===== config.mk =====
export PLATFORM = sky130hd
export DESIGN_NAME = firebird7_in_gate1_tessent_tdr_w19_override
export DESIGN_NICKNAME = d
export VERILOG_FILES = /design/src/rtl/firebird7_in_gate1_tessent_tdr_w19_override.sv
export SDC_FILE = /design/constraint.sdc
export NUM_CORES = 1
export LEC_CHECK = 0
export ABC_AREA = 1
export BUFFER_PORTS_ARGS = -buffer_cell sky130_fd_sc_hd__buf_2
export CORE_MARGIN = 2
export CORE_UTILIZATION = 25
export DETAILED_ROUTE_END_ITERATION = 7
export GPL_ROUTABILITY_DRIVEN = 0
export GPL_TIMING_DRIVEN = 0
export MAX_ROUTING_LAYER = met4
export PLACE_DENSITY = 0.47
export SYNTH_ARGS = -nofsm -noshare
export SYNTH_HDL_FRONTEND = slang
export SYNTH_SLANG_ARGS = --single-unit

===== constraint.sdc =====
create_clock -name ijtag_tck -period 1.4 [get_ports ijtag_tck]
set_clock_uncertainty 0.05 [all_clocks]
set_input_delay 0.21 -clock ijtag_tck [delete_from_list [all_inputs] [get_ports ijtag_tck]]
set_output_delay 0.21 -clock ijtag_tck [all_outputs]
set_load 0.02 [all_outputs]

===== src/rtl/firebird7_in_gate1_tessent_tdr_w19_override.sv =====
// IJTAG override/observe test data register: a WIDTH+1 bit scan chain (select bit plus data)
// with a shadow update register that drives a data mux, and a sticky mis-length shift flag.
module firebird7_in_gate1_tessent_tdr_w19_override #(
    parameter int WIDTH = 19
) (
    input  logic             ijtag_tck,
    input  logic             ijtag_reset,
    input  logic             ijtag_sel,
    input  logic             ijtag_ce,
    input  logic             ijtag_se,
    input  logic             ijtag_ue,
    input  logic             ijtag_si,
    input  logic [WIDTH-1:0] observe_data,
    output logic             ijtag_so,
    output logic [WIDTH-1:0] ijtag_data_out,
    output logic             ijtag_select,
    output logic             length_error
);

    localparam int CW = $clog2(WIDTH + 1);
    localparam logic [CW-1:0] CNT_LAST = CW'(WIDTH);
    localparam logic [CW-1:0] CNT_ONE  = CW'(1);

    logic [WIDTH:0]  sr_q, sr_d;
    logic [WIDTH:0]  ur_q, ur_d;
    logic [CW-1:0]   cnt_q, cnt_d;
    logic            len_err_q, len_err_d;

    logic            capture_en;
    logic            shift_en;
    logic            update_en;

    assign capture_en = ijtag_sel & ijtag_ce;
    assign shift_en   = ijtag_sel & ijtag_se & ~ijtag_ce;
    assign update_en  = ijtag_sel & ijtag_ue & ~ijtag_ce & ~ijtag_se;

    always_comb begin
        sr_d      = sr_q;
        ur_d      = ur_q;
        cnt_d     = cnt_q;
        len_err_d = len_err_q;

        if (capture_en) begin
            // Capture readback includes the currently applied select so a rewrite preserves it.
            sr_d  = {observe_data, ur_q[0]};
            cnt_d = '0;
        end else if (shift_en) begin
            sr_d  = {ijtag_si, sr_q[WIDTH:1]};
            cnt_d = (cnt_q == CNT_LAST) ? '0 : cnt_q + CNT_ONE;
        end else if (update_en) begin
            // Only a whole multiple of the chain length may reach the update register.
            if (cnt_q == '0) begin
                ur_d = sr_q;
            end else begin
                len_err_d = 1'b1;
                cnt_d     = '0;
            end
        end
    end

    always_ff @(posedge ijtag_tck or posedge ijtag_reset) begin
        if (ijtag_reset) begin
            sr_q      <= '0;
            ur_q      <= '0;
            cnt_q     <= '0;
            len_err_q <= 1'b0;
        end else begin
            sr_q      <= sr_d;
            ur_q      <= ur_d;
            cnt_q     <= cnt_d;
            len_err_q <= len_err_d;
        end
    end

    assign ijtag_so       = sr_q[0];
    assign ijtag_select   = ur_q[0];
    assign ijtag_data_out = ur_q[WIDTH:1];
    assign length_error   = len_err_q;

endmodule


* After elaboration in Yosys (flattened, before gate mapping)
Index checks and enable logic that the tools add are counted.
** Storage, ports and cells
- Flip-flop bits (word level) :: 46
- Logic and storage cells :: 31
- Output and inout port bits :: 22
** Operators by class
- Eq/ne operators :: 2
- $add $sub $neg :: 1
- Muxes and demuxes :: 7
- Bitwise operators :: 11
- Reductions and logical operators :: 6
** Operators with widths (count)
- 20-bit 2-to-1 mux :: 2
- 5-bit 2-to-1 mux :: 5
- 4-bit AND reduction :: 2
- 1-bit AND :: 6
- 5-bit by 1-bit adder with 5-bit output (second input constant) :: 1
- 5-bit == test (second input constant) :: 1
- 5-bit zero test :: 1
- 1-bit inverter :: 5
- 3-bit inequality test (second input constant) :: 1
- 3-bit nonzero test :: 1
- 2-bit AND reduction :: 1
- 2-bit nonzero test :: 1

* Longest topological paths before layout
- Word-level depth :: 6
- Gate-level depth with buffers :: 9

* Least setup slack after synthesis
Ideal clock, no wire load.
- Kind :: register to register
- Start point :: register cnt_q[0]
- End point :: register ur_q[0]
- Cell stages (with the launch flop) :: 10
- Slack :: -0.023 ns
- Required time :: 1.232 ns
- Data arrival time :: 1.256 ns
- Setup time :: 0.118 ns
- Cells stage by stage :: dfrtp_1 inv_1 ha_1 nand2_2 nor2_4 nand2_4 buf_6 buf_8 nand2_2 o21ai_2
** On the way
- Cells in the longest elaborated chain, start to end :: 2
** Ends and longest elaborated chain
- from (decl) :: line 26 : logic [CW-1:0] cnt_q, cnt_d;
- from (signal assigned) :: line 70 : cnt_q <= cnt_d;
- 5-bit zero test :: line 52 : if (cnt_q == '0) begin
- 4-bit AND reduction (no line)
- to (signal assigned) :: line 69 : ur_q <= ur_d;
- to (decl) :: line 25 : logic [WIDTH:0] ur_q, ur_d;
Every way passes these cells.
A chain may end at the register's enable or synchronous reset.

* Final worst setup path
- Start point :: register cnt_q[1]
- End point :: register ur_q[0]
Same word-level chain as after synthesis.

==> impl_metrics.env <==
export IMPL_cts_made_buffers=5
export IMPL_grt_max_degree=30
export IMPL_insertion_delay_ns=0.31
export IMPL_static_leakage_power_uw=0.001435
export IMPL_clk_pin_slew_worst_paths_ns=0.10
export IMPL_cts_root_buf="clkbuf_8"
export IMPL_ys_types=23
export IMPL_drv_cap=0
export IMPL_fin_crit_sh_pct=100.2
export IMPL_synth_top_family_by_area="simple AND/OR/NAND/NOR gates"
export IMPL_vias=1753
export IMPL_syn_avg_cell_area_um2=9.021
export IMPL_first_pass_iters=4
export IMPL_port_buffers=47
export IMPL_drv_slew=0
export IMPL_synthTopCellsByArea="dfrtp_1 (54%), nand2_1 (13%), o211ai_1 (6.3%)"
export IMPL_fin_ws_ns=-0.003283
export IMPL_area_growth_pct=32.11
export IMPL_worstMarginPinSlew_ns=0.5067
export IMPL_synth_xor_area_share_pct=0.4079
export IMPL_powerDensity_nw_per_um2=1293
export IMPL_setup_viol=4
export IMPL_initial_utilization_pct=26.00
export IMPL_finalSetupTns_ns=-0.007755
export IMPL_grt_pass1_vias=1779
export IMPL_synthAdderAreaFrac_pct=1.166
export IMPL_grt_pass1_wl_um=8514
export IMPL_worst_path_buf_inv=3
export IMPL_rsz0062_at_grt="true"
export IMPL_hp_start="observe_data[17]"
export IMPL_violations="setup timing"
export IMPL_min_period_ns=1.403
export IMPL_num_antenna_cells=0
export IMPL_num_rows=33
export IMPL_wl_um=5094
export IMPL_ir_worst_vdd_uv=412.1
export IMPL_path_common_cell="nand2_4"
export IMPL_avgRoutedWirePerCell_um=12.49
export IMPL_stdcell_count=408
export IMPL_yosysMostFrequentCell="nand2_1"
export IMPL_cp_slowest_stage_delay_ns=0.40
export IMPL_ys_seq_area_share_pct=53.61
export IMPL_required_ns=1.55
export IMPL_ys_seq_elements=46
export IMPL_synthArstFlopShare_pct=100.0
export IMPL_synthMuxAreaShare_pct=0
export IMPL_layout_drive_gt1_share_pct=38.61
export IMPL_synth_largest_area_cell="dfrtp_1"
export IMPL_clock_path_buffers=2
export IMPL_r2r_start="cnt_q[1]"
export IMPL_critical_path_top_delay_family="flip-flops"
export IMPL_hold_path_class="in -> reg"
export IMPL_hpwlAfterDp_um=3592
export IMPL_synth_top_cell_area_share_pct=53.61
export IMPL_cts_tree="done"
export IMPL_crit_arrival_ns=1.55
export IMPL_grt_util_all_layers_pct=11.56
export IMPL_synth_compound_area_share_pct=13.17
export IMPL_overflow=0
export IMPL_synth_common_cells="nand2_1 (73), dfrtp_1 (46), inv_1 (31), o211ai_1 (18)"
export IMPL_cp_end_kind="flip-flop"
export IMPL_htreeDepth=2
export IMPL_design_area_um2=2836
export IMPL_cp_start_kind="flip-flop"
export IMPL_synth_edff_count=0
export IMPL_netlist_instances=238
export IMPL_crit_path_cell_trace="inv_2 -> ha_4 -> nand2_4 -> nor2_4 -> nand2_4 -> buf_8 -> buf_12 -> nand2_4 -> o21ai_2"
export IMPL_antenna_found_initial=0
export IMPL_synthSimpleGateAreaFrac_pct=22.03
export IMPL_initialDrtViolationCount=85
export IMPL_fin_nets=330
export IMPL_nFillCells=868
export IMPL_die_w_um=96.67
export IMPL_route_detailed_drc=0
export IMPL_clock_sinks=46
export IMPL_max_slew_margin_rel_pct=66.22
export IMPL_synth_fp_nets=266
export IMPL_via_per_inst=4.297
export IMPL_synth_area_um2=2147
export IMPL_status="finished with violations"
export IMPL_crit_slowest_cell="dfrtp_1"
export IMPL_dpl_instance_area_um2=2536
export IMPL_finalHoldViolCount=0
export IMPL_critical_path_class="reg -> reg"
export IMPL_timing_fmax_mhz=712.6
export IMPL_crit_fanout=5
export IMPL_die_h_um=96.67
export IMPL_crit_start="cnt_q[1]"
export IMPL_core_area_um2=8258
export IMPL_ys_warn_count=0
export IMPL_numPlacedInstances=391
export IMPL_synth_ff_type="dfrtp_1"
export IMPL_ios=48
export IMPL_die_area_um2=9345
export IMPL_ant_nets=0
## through the flow
stage	hold slack (ns)	util (%)	total power, uW	worst slack (ns)
2_1_floorplan	0.3078	-	2361	0.0003272
3_3_place_gp	0.4005	30.47	2670	-0.6623
3_5_place_dp	0.1829	30.71	2688	-0.1255
4_1_cts	0.06816	33.92	3651	-0.02472
5_1_grt	0.08582	34.35	3889	-0.06232
6_report	0.07475	34.35	3669	-0.003283
## state kept, by name, indices dropped and copies added, names as in the netlist
register	flops
length_error	1
ur_q	20
sr_q	20
cnt_q	5
## logic make-up (layout without fill, tap and decap cells)
kind of cell | count (synthesis) | count (layout)
and+or+nand+nor | 105 | 105
adders and majority gates | 2 | 2
AOI/OAI and AO/OA | 40 | 40
DFF | 46 | 46
buffers and inverters | 44 | 109
xor gates and xnor gates | 1 | 1
## worst register-to-register path, delay by kind of cell (launching register included)
kind	cells	cell delay (ns)
DFF	1	0.40
buffers and inverters	3	0.35
and+or+nand+nor	4	0.30
adders and majority gates	1	0.15
AOI/OAI and AO/OA	1	0.04
## repair_timing
item                                    CTS  global route
pin swaps                                 4             2
hold buffers                              1             0
endpoints found under the setup margin   20            25
endpoints found under the hold margin    17             0
buffers inserted                          6             1
gates resized for setup                  24            15
gates cloned                              2             0
## layer usage
metal / track usage (%) / wire length (um) / share of wire, % / vias to the layer above
li1: - / - / - / 880
met1: 15.27 / 2438 / 48 / 834
met2: 18.11 / 2436 / 48 / 37
met3: 1.951 / 169 / 3.3 / 2
met4: 3.900 / 49 / 0.96 / 0
met5: - / 0 / 0 / -
## where the power goes
group | switching [uW] | internal [uW]
Sequential | 179 | 1580
Combinational | 608 | 438
Clock | 508 | 358
## layout by cell type, fill, tap and decap left out
cell type      synthesis  routed
buf_12                 0       3
buf_16                 0       1
buf_2                  5      52
buf_4                  1       6
buf_6                  2       2
buf_8                  1       1
clkbuf_1               2       2
clkbuf_8               0       5
clkinv_4               1       1
clkinvlp_4             0       2
dfrtp_1               46      46
dlygate4sd3_1          0       1
ha_1                   2       1
ha_4                   0       1
inv_1                 31      28
inv_2                  1       4
inv_6                  0       1
nand2_1               73      65
nand2_2               11      10
nand2_4                2      11
nand3_1               10      10
nand3b_1               1       1
nand4_1                2       2
nor2_1                 4       3
nor2_2                 0       1
nor2_4                 2       2
o211ai_1              18      18
o21ai_0               11       2
o21ai_1                1       6
o21ai_2               10      14
xor2_1                 1       1
## area by class of cell
| cell class | count | area (um2) | area share, % |
|---|---|---|---|
| repair buffers | 57 | 361.6 | 12.75 |
| inverters | 33 | 128.9 | 4.543 |
| multi-input cells | 148 | 884.6 | 31.19 |
| flip-flops and latches | 46 | 1151 | 40.58 |
| clock inverters | 3 | 23.77 | 0.8381 |
| clock buffers | 5 | 68.82 | 2.426 |
| well taps | 105 | 131.4 | 4.632 |
| plain buffers | 11 | 86.33 | 3.044 |
## worst paths after layout
| kind | endpoint | slack (ns) | depth (start not counted) |
|---|---|---|---|
| min in group asynchronous | ur_q[12] | 0.38 | 3 |
| min | sr_q[18] | 0.07 | 3 |
| max reg2reg | ur_q[0] | -0.003 | 9 |
| max in group asynchronous | length_error | 0.42 | 4 |
| max | ur_q[0] | -0.003 | 9 |
| min reg2reg | length_error | 0.42 | 2 |
Power figures use the tool's default switching activity.
